File: src/rtl/display_pkg.sv
// Shared definitions for the display path: converter state encoding,
// digit count and the largest value the four-digit display can show.
package display_pkg;

   typedef enum logic [1:0] {
      IDLE  = 2'd0,
      SHIFT = 2'd1,
      DONE  = 2'd2
   } conv_state_t;

   localparam int BCD_DIGITS       = 4;
   localparam int MAX_DISPLAY      = 9999;
   localparam int IN_WIDTH_DEFAULT = 14;

endpackage

File: src/rtl/bcd_add3.sv
// Double-dabble digit corrector: a nibble of 5 or more gets 3 added so the
// following left shift carries correctly into the next decimal digit.
module bcd_add3 (
   input  logic [3:0] digit,
   output logic [3:0] corrected
);

   assign corrected = (digit >= 4'd5) ? (digit + 4'd3) : digit;

endmodule

File: src/rtl/bcd_converter.sv
// Sequential binary-to-BCD converter (shift-and-add-3). A value is accepted
// over Valid/Ready, converted over IN_WIDTH cycles in a scratch register, and
// the four digits plus the overflow flag are published together in one edge.
module bcd_converter
   import display_pkg::*;
#(
   parameter int IN_WIDTH  = IN_WIDTH_DEFAULT,
   parameter int MAX_VALUE = MAX_DISPLAY
) (
   input  logic                Clk,
   input  logic                nReset,
   input  logic [IN_WIDTH-1:0] Value,
   input  logic                Valid,
   output logic                Ready,
   output logic [3:0]          BCD3,
   output logic [3:0]          BCD2,
   output logic [3:0]          BCD1,
   output logic [3:0]          BCD0,
   output logic                Overflow,
   output logic                Done
);

   localparam int BCD_W  = 4 * BCD_DIGITS;
   localparam int ITER_W = (IN_WIDTH > 1) ? $clog2(IN_WIDTH) : 1;
   localparam logic [IN_WIDTH-1:0] MAX_IN    = IN_WIDTH'(MAX_VALUE);
   localparam logic [ITER_W-1:0]   LAST_ITER = ITER_W'(IN_WIDTH - 1);

   conv_state_t               state;
   conv_state_t               state_next;
   logic [ITER_W-1:0]         iter;
   logic [BCD_W+IN_WIDTH-1:0] scratch;
   logic [BCD_W-1:0]          corrected;
   logic                      ovf;
   logic                      accept;
   logic                      too_big;

   assign Ready   = (state == IDLE);
   assign accept  = Valid && Ready;
   assign too_big = (Value > MAX_IN);

   genvar g;
   generate
      for (g = 0; g < BCD_DIGITS; g++) begin : g_digit
         bcd_add3 u_add3 (
            .digit     (scratch[IN_WIDTH + 4*g +: 4]),
            .corrected (corrected[4*g +: 4])
         );
      end
   endgenerate

   // State register for the accept / shift / publish sequence
   always_ff @(posedge Clk or negedge nReset) begin
      if (!nReset) begin
         state <= IDLE;
      end else begin
         state <= state_next;
      end
   end

   // Next-state logic: leave IDLE on accept, shift IN_WIDTH times, publish once
   always_comb begin
      state_next = state;
      case (state)
         IDLE:    if (accept) state_next = SHIFT;
         SHIFT:   if (iter == LAST_ITER) state_next = DONE;
         DONE:    state_next = IDLE;
         default: state_next = IDLE;
      endcase
   end

   // Scratch datapath: load the saturated value, then correct-and-shift each cycle
   always_ff @(posedge Clk or negedge nReset) begin
      if (!nReset) begin
         scratch <= '0;
         iter    <= '0;
         ovf     <= 1'b0;
      end else begin
         case (state)
            IDLE: begin
               if (accept) begin
                  scratch <= {{BCD_W{1'b0}}, (too_big ? MAX_IN : Value)};
                  ovf     <= too_big;
                  iter    <= '0;
               end
            end
            SHIFT: begin
               scratch <= {corrected, scratch[IN_WIDTH-1:0]} << 1;
               iter    <= iter + 1'b1;
            end
            default: begin
            end
         endcase
      end
   end

   // Output registers change only in DONE so the display never sees partial digits
   always_ff @(posedge Clk or negedge nReset) begin
      if (!nReset) begin
         BCD3     <= 4'd0;
         BCD2     <= 4'd0;
         BCD1     <= 4'd0;
         BCD0     <= 4'd0;
         Overflow <= 1'b0;
         Done     <= 1'b0;
      end else begin
         Done <= 1'b0;
         if (state == DONE) begin
            BCD3     <= scratch[IN_WIDTH + 12 +: 4];
            BCD2     <= scratch[IN_WIDTH + 8  +: 4];
            BCD1     <= scratch[IN_WIDTH + 4  +: 4];
            BCD0     <= scratch[IN_WIDTH      +: 4];
            Overflow <= ovf;
            Done     <= 1'b1;
         end
      end
   end

endmodule
File: config.mk
export PLATFORM = sky130hd
export DESIGN_NAME = bcd_converter
export DESIGN_NICKNAME = d
export VERILOG_FILES = /design/src/rtl/display_pkg.sv /design/src/rtl/bcd_add3.sv /design/src/rtl/bcd_converter.sv
export SDC_FILE = /design/constraint.sdc
export NUM_CORES = 1
export LEC_CHECK = 0
export ABC_AREA = 1
export BUFFER_PORTS_ARGS = -buffer_cell sky130_fd_sc_hd__buf_2
export CORE_AREA = 8 8 94 71
export CTS_CLUSTER_DIAMETER = 120
export DETAILED_ROUTE_END_ITERATION = 7
export DIE_AREA = 0 0 102 79
export PLACE_DENSITY = 0.77
export SETUP_SLACK_MARGIN = 0.2
export SLEW_MARGIN = 0
export SYNTH_ARGS = -nofsm -noshare
export SYNTH_HDL_FRONTEND = slang
export SYNTH_HIERARCHICAL = 1
export SYNTH_SLANG_ARGS = --single-unit
File: constraint.sdc
create_clock -name Clk -period 1.32 [get_ports Clk]
set_input_delay 0.33 -clock Clk [delete_from_list [all_inputs] [get_ports Clk]]
set_output_delay 0.33 -clock Clk [all_outputs]
set_load 0.02 [all_outputs]
==> results by group, run 1 <==
Status
  • Status: finished, violations left
  • Violated checks: negative hold slack, negative setup slack

Setup path
  • CP Class: reg -> reg
  • Type of origin of the critical path: flip-flop
  • Critical path required time: 1.55 ns
  • Reg2reg start: state[1]$_DFFE_PN0P_
  • CP max FO: 8
  • Setup crit end kind: flip-flop
  • Crit path DAT: about 1.6 ns
  • Critical Path Start: state[1]$_DFFE_PN0P_

Global route
  • Tot GR Track Use: 0.2023
  • First-pass GRT wire length: 12.85 mm
  • Vias in the first global route: 2697
  • Initial antenna violation count: 0
  • Grt total ovfl: 0
  • Largest net degree at the start of global routing: 56

Layout
  • ANT cells: 0
  • Layout fillers: 306
  • Nets@finish: 451
  • Area growth from synthesis to layout: 46.00%
  • Share of cells above drive strength 1: 0.4635
  • Area taken by multi-input logic gates: 1572 µm²
  • Reg area: 1380 µm²
  • Most common cell after layout, fill and taps aside: nand2_1
  • Final Instance Area: 4182 µm²
  • Most frequent cells in the layout: nand2_1 (91), dfrtp_1 (52), nor2_1 (29)

STA
  • F_max: 711.5 MHz
  • Least-Margin Pin Slew: 0.5068 ns
  • RSZ-0062 raised after global routing: yes
  • Final hold slack: -0.003251 ns
  • Hold Vio Cnt, Final: 11
  • Period utilisation layout: 1.065
  • Period minus WS final: 1.405 ns
  • Slew Viols, Final: 0
  • Slew HR: 0.6613
  • Total Neg Setup Slack: -0.5438 ns
  • Worst setup margin: -0.08548 ns
  • Clk_skew: 0.01464 ns
  • Final Setup Violations: 27

Route
  • Final wirelength: ~9.3 mm
  • Avg WL per Cell: roughly 19 µm
  • Drt via density: 5.610
  • Residual DRC: 0
  • DR iter-0 viols: 204
  • Routed Antenna Nets: 0
  • Total vias in the final route: around 2800
  • TritonRoute pass-1 iters: 5

Logic synthesis
  • Synth Cell Area: 2864 µm²
  • Ys Warns: 6
  • Post-Syn Area per Cell: 8.206 µm²
  • Mapped Nets: 376
  • Cells after Synth: 349

Flow run
  • Max_cap viols: 0

Floorplanning
  • Chip width: 102 µm
  • # rows: 23
  • # IOs: 36
  • Core Region: about 5400 µm²
  • Initial Util: 0.5351
  • Die area: 8058 µm²
  • Die height: 79 µm

Place
  • Placed Instance Area: 3224 µm²
  • Gpl congestion: 0.8340
  • DP HPWL: 4.362 mm
  • IO buf count: 35

Clock network
  • Buffer depth of the longest clock path: 2
  • Reg clk slew, reported paths: roughly 0.10 ns
  • H-tree levels: 2
  • Clock Sink Count: between 50 and 60
  • CTS buffer count: 5
  • Clk_lat worst skew: 0.31 ns
  • CTS tree: done
  • Root buffer cell: clkbuf_8

Hold path
  • Min-delay worst type: in -> async

Power and ir drop
  • Total Power: 10.47 mW
  • Worst vdd ir: 0.001163 V
  • Power density cells: ~2500 nW/µm²
  • Leak Pwr: 2.028 nW
metrics by stage:
stage | hold WS, ns | setup slack (ns) | utilization | std cells
floorplan | 0.03441 | 0.07421 | - | 349
global placement | 0.3504 | 0.01892 | 0.6024 | 460
detailed placement | 0.3468 | -0.01562 | 0.6024 | 460
CTS | 0.009548 | -0.01066 | 0.7300 | 489
global route | 0.01514 | -0.1244 | 0.7812 | 500
finish | -0.003251 | -0.08548 | 0.7812 | 500
final cells by class:
type                    count  area share
multi-input cells         241      0.3758
flip-flops and latches     55      0.3300
repair buffers             77      0.1960
inverters                  42     0.04548
clock buffers               7     0.02304
well taps                  75     0.02244
repair inverters            2    0.005386
clock inverters             1    0.001795
layer usage:
metal | global-route usage | share of wire | up-vias
met4 | 0.1022 | 0.043 | 0
met3 | 0.03668 | 0.074 | 39
li1 | - | - | 1245
met1 | 0.2361 | 0.37 | 1368
met2 | 0.3495 | 0.52 | 153
met5 | 0 | 0 | -
state kept, by name (all words and copies together) (netlist names):
register,flops
scratch,30
Overflow,1
BCD3,4
iter,4
BCD1,4
Done,1
ovf,1
BCD0,4
BCD2,4
state,2
worst max-delay path: stages (launching register included):
cell	delay, ns
dfrtp_1	0.42
inv_2	0.07
nand2_4	0.10
clkinv_8	0.09
nor2_8	0.22
buf_12	0.18
inv_8	0.07
o22ai_2	0.15
worst paths after layout:
| path | depth (start not counted) | slack (ns) | end |
|---|---|---|---|
| hold reg to reg | 2 | 0.50 | scratch[10]$_DFFE_PN0P_ |
| setup reg to reg | 7 | -0.09 | scratch[14]$_DFFE_PN0P_ |
| hold / removal | 2 | -0.003 | scratch[24]$_DFFE_PN0P_ |
| max in group asynchronous | 2 | 1.05 | scratch[18]$_DFFE_PN0P_ |
| min in group Clk | 3 | 0.26 | scratch[5]$_DFFE_PN0P_ |
| setup / recovery | 7 | -0.09 | scratch[14]$_DFFE_PN0P_ |
report_power, final:
part / leakage, nW / internal, mW / switching, mW / total (mW)
clock network: 0.0505 / 0.479 / 0.567 / 1.05
registers: 0.675 / 2.40 / 0.690 / 3.09
logic: 1.30 / 2.81 / 3.53 / 6.33
timing repair:
item                       4_1_cts  5_1_grt
pin swaps                       37       31
setup endpoints to repair       69       72
setup buffers                   17        8
hold buffers                     0        0
cloned                           4        3
resized for setup              117       48
(Power assumes the default switching activity.)
==> inputs of run 2 (changes only) <==
Settings changed: REMOVE_ABC_BUFFERS from default to 1, SKIP_CTS_REPAIR_TIMING from default to 1.
==> run 2 against run 1 <==
Compared with the run above:
- design area decreased by 9.2%
- sequential power decreased by 2%
- count of clock-buffer cells in the layout decreased by 1
- total power decreased by 12%
- wire length decreased by 29%
- the flow finishes with violations (negative setup slack)
- worst setup slack improved by 0.068 ns
- critical endpoint is now Ready
- critical path type is now reg -> out
- register-to-register slack improved by 0.095 ns
- highest routed layer unchanged
- global-route usage decreased by 5.3 points
- non-clock buffer count decreased by 13
- first-iteration DRC count decreased by 48%
==> results by group, run 2 (synthesized netlist as in run 1, its figures left out) <==
Clock network
  • Clk_lat worst skew: 0.30 ns
  • CTS buffer count: 5
  • H-tree levels: 2
  • Buffer depth of the longest clock path: 2
  • Root buffer cell: clkbuf_8
  • Reg clk slew, reported paths: around 0.10 ns
  • CTS tree: done
  • Clock Sink Count: 55

STA
  • Worst setup margin: -0.01724 ns
  • Period minus WS final: 1.337 ns
  • Least-Margin Pin Slew: 0.4875 ns
  • RSZ-0062 raised after global routing: yes
  • Slew HR: 0.6750
  • Clk_skew: roughly 0.0062 ns
  • Final hold slack: about 0.26 ns
  • Total Neg Setup Slack: -0.01724 ns
  • Slew Viols, Final: 0
  • Period utilisation layout: 1.013
  • Hold Vio Cnt, Final: 0
  • F_max: roughly 750 MHz
  • Final Setup Violations: 1

Layout
  • Nets@finish: 436
  • Area growth from synthesis to layout: 32.63%
  • Largest register FFs: 30
  • Most frequent cells in the layout: nand2_1 (94), dfrtp_1 (52), nor2_1 (31)
  • Final Instance Area: about 3800 µm²
  • Share of cells above drive strength 1: 0.3707
  • Most common cell after layout, fill and taps aside: nand2_1
  • ANT cells: 0
  • Reg with most FFs: scratch

Hold path
  • Hold Path Stages: 3
  • Min-delay worst type: in -> reg

Power and ir drop
  • Combinational power share: 0.574
  • Leak Pwr: 1.854 nW
  • Pint: ~5.2 mW
  • Switching Share: 0.4388
  • Power density cells: 2431 nW/µm²
  • Worst vdd ir: 0.001107 V
  • Clk pwr share: 0.099
  • Switch Pwr: 4.051 mW
  • Total Power: 9.233 mW
  • Power share of the sequential group: 0.327

Place
  • Gpl congestion: roughly 0.86
  • Placed Instance Area: 3221 µm²
  • IO buf count: 35
  • DP HPWL: between 4 and 5 mm

Route
  • Routed Antenna Nets: 0
  • DR iter-0 viols: 106
  • Residual DRC: 0
  • Total vias in the final route: around 2400
  • Drt via density: about 5.0
  • Avg WL per Cell: 13.62 µm
  • Final wirelength: 6.605 mm
  • TritonRoute pass-1 iters: 4

Global route
  • Initial antenna violation count: 0
  • Vias in the first global route: 2127
  • Largest net degree at the start of global routing: 33
  • First-pass GRT wire length: 9.784 mm
  • Tot GR Track Use: 0.1497
  • Grt total ovfl: 0

Setup path
  • CP Class: reg -> out
  • Critical path required time: around 0.99 ns
  • Worst R2R Setup Slack: 0.01 ns
  • Crit path DAT: 1.01 ns
  • Reg2reg path depth: 8
  • Setup crit end kind: primary output
  • Type of origin of the critical path: flip-flop
  • CP max FO: 2

Floorplanning
  • Core Region: 5353 µm²
  • Chip width: 102 µm
  • Die height: 79 µm
  • # IOs: 36
  • Die area: 8058 µm²
  • Initial Util: 0.5351
  • # rows: 23

Flow run
  • Max_cap viols: 0

Status
  • Violated checks: negative setup slack
  • Status: finished, violations left
## run 2: layer usage
metal / up-vias / wire (µm) / global-route usage
li1: 1208 / - / -
met4: 0 / 85 / 0.03358
met3: 11 / 294 / 0.03231
met1: 1163 / 3027 / 0.2087
met5: - / 0 / 0
met2: 41 / 3196 / 0.2324
## run 2: area by class of cell
cell class	count	area, µm²
multi-input cells	241	1435
flip-flops and latches	55	1380
fillers	389	1554
repair buffers	64	634.4
inverters	42	170.2
clock inverters	2	12.51
well taps	75	93.84
clock buffers	6	72.57
## run 2: critical path, cell delays in order, from the launching register on
cell	delay, ns
dfrtp_1	0.43
nor2_4	0.15
buf_6	0.13
## run 2: power by group through the flow
| stage | sequential [mW] | clock, mW | combinational [mW] |
|---|---|---|---|
| CTS | 2.88 | 0.940 | 4.06 |
| detailed placement | 2.91 | 0 | 4.04 |
| global route | 3.11 | 1.01 | 5.82 |
| global placement | 2.87 | 0 | 3.87 |
| floorplan | 3.02 | 0 | 2.73 |
| finish | 3.02 | 0.913 | 5.30 |
## run 2: path summary, 6_finish.rpt
path	start	end
worst min register to register	ovf$_DFFE_PN0P_	Overflow$_DFFE_PN0P_
min in group asynchronous	nReset	BCD2[2]$_DFFE_PN0P_
max in group asynchronous	nReset	scratch[26]$_DFFE_PN0P_
worst min-delay path	Value[7]	scratch[7]$_DFFE_PN0P_
worst max register to register	state[1]$_DFFE_PN0P_	scratch[11]$_DFFE_PN0P_
worst max-delay path	state[1]$_DFFE_PN0P_	Ready
## run 2: per-stage QoR
step	utilization	std cells	worst slack [ns]
floorplan	-	338	-0.2052
global placement	0.6017	460	0.06748
detailed placement	0.6017	460	-0.02957
CTS	0.6176	468	-0.05520
global route	0.7097	485	-0.09579
finish	0.7097	485	-0.01724
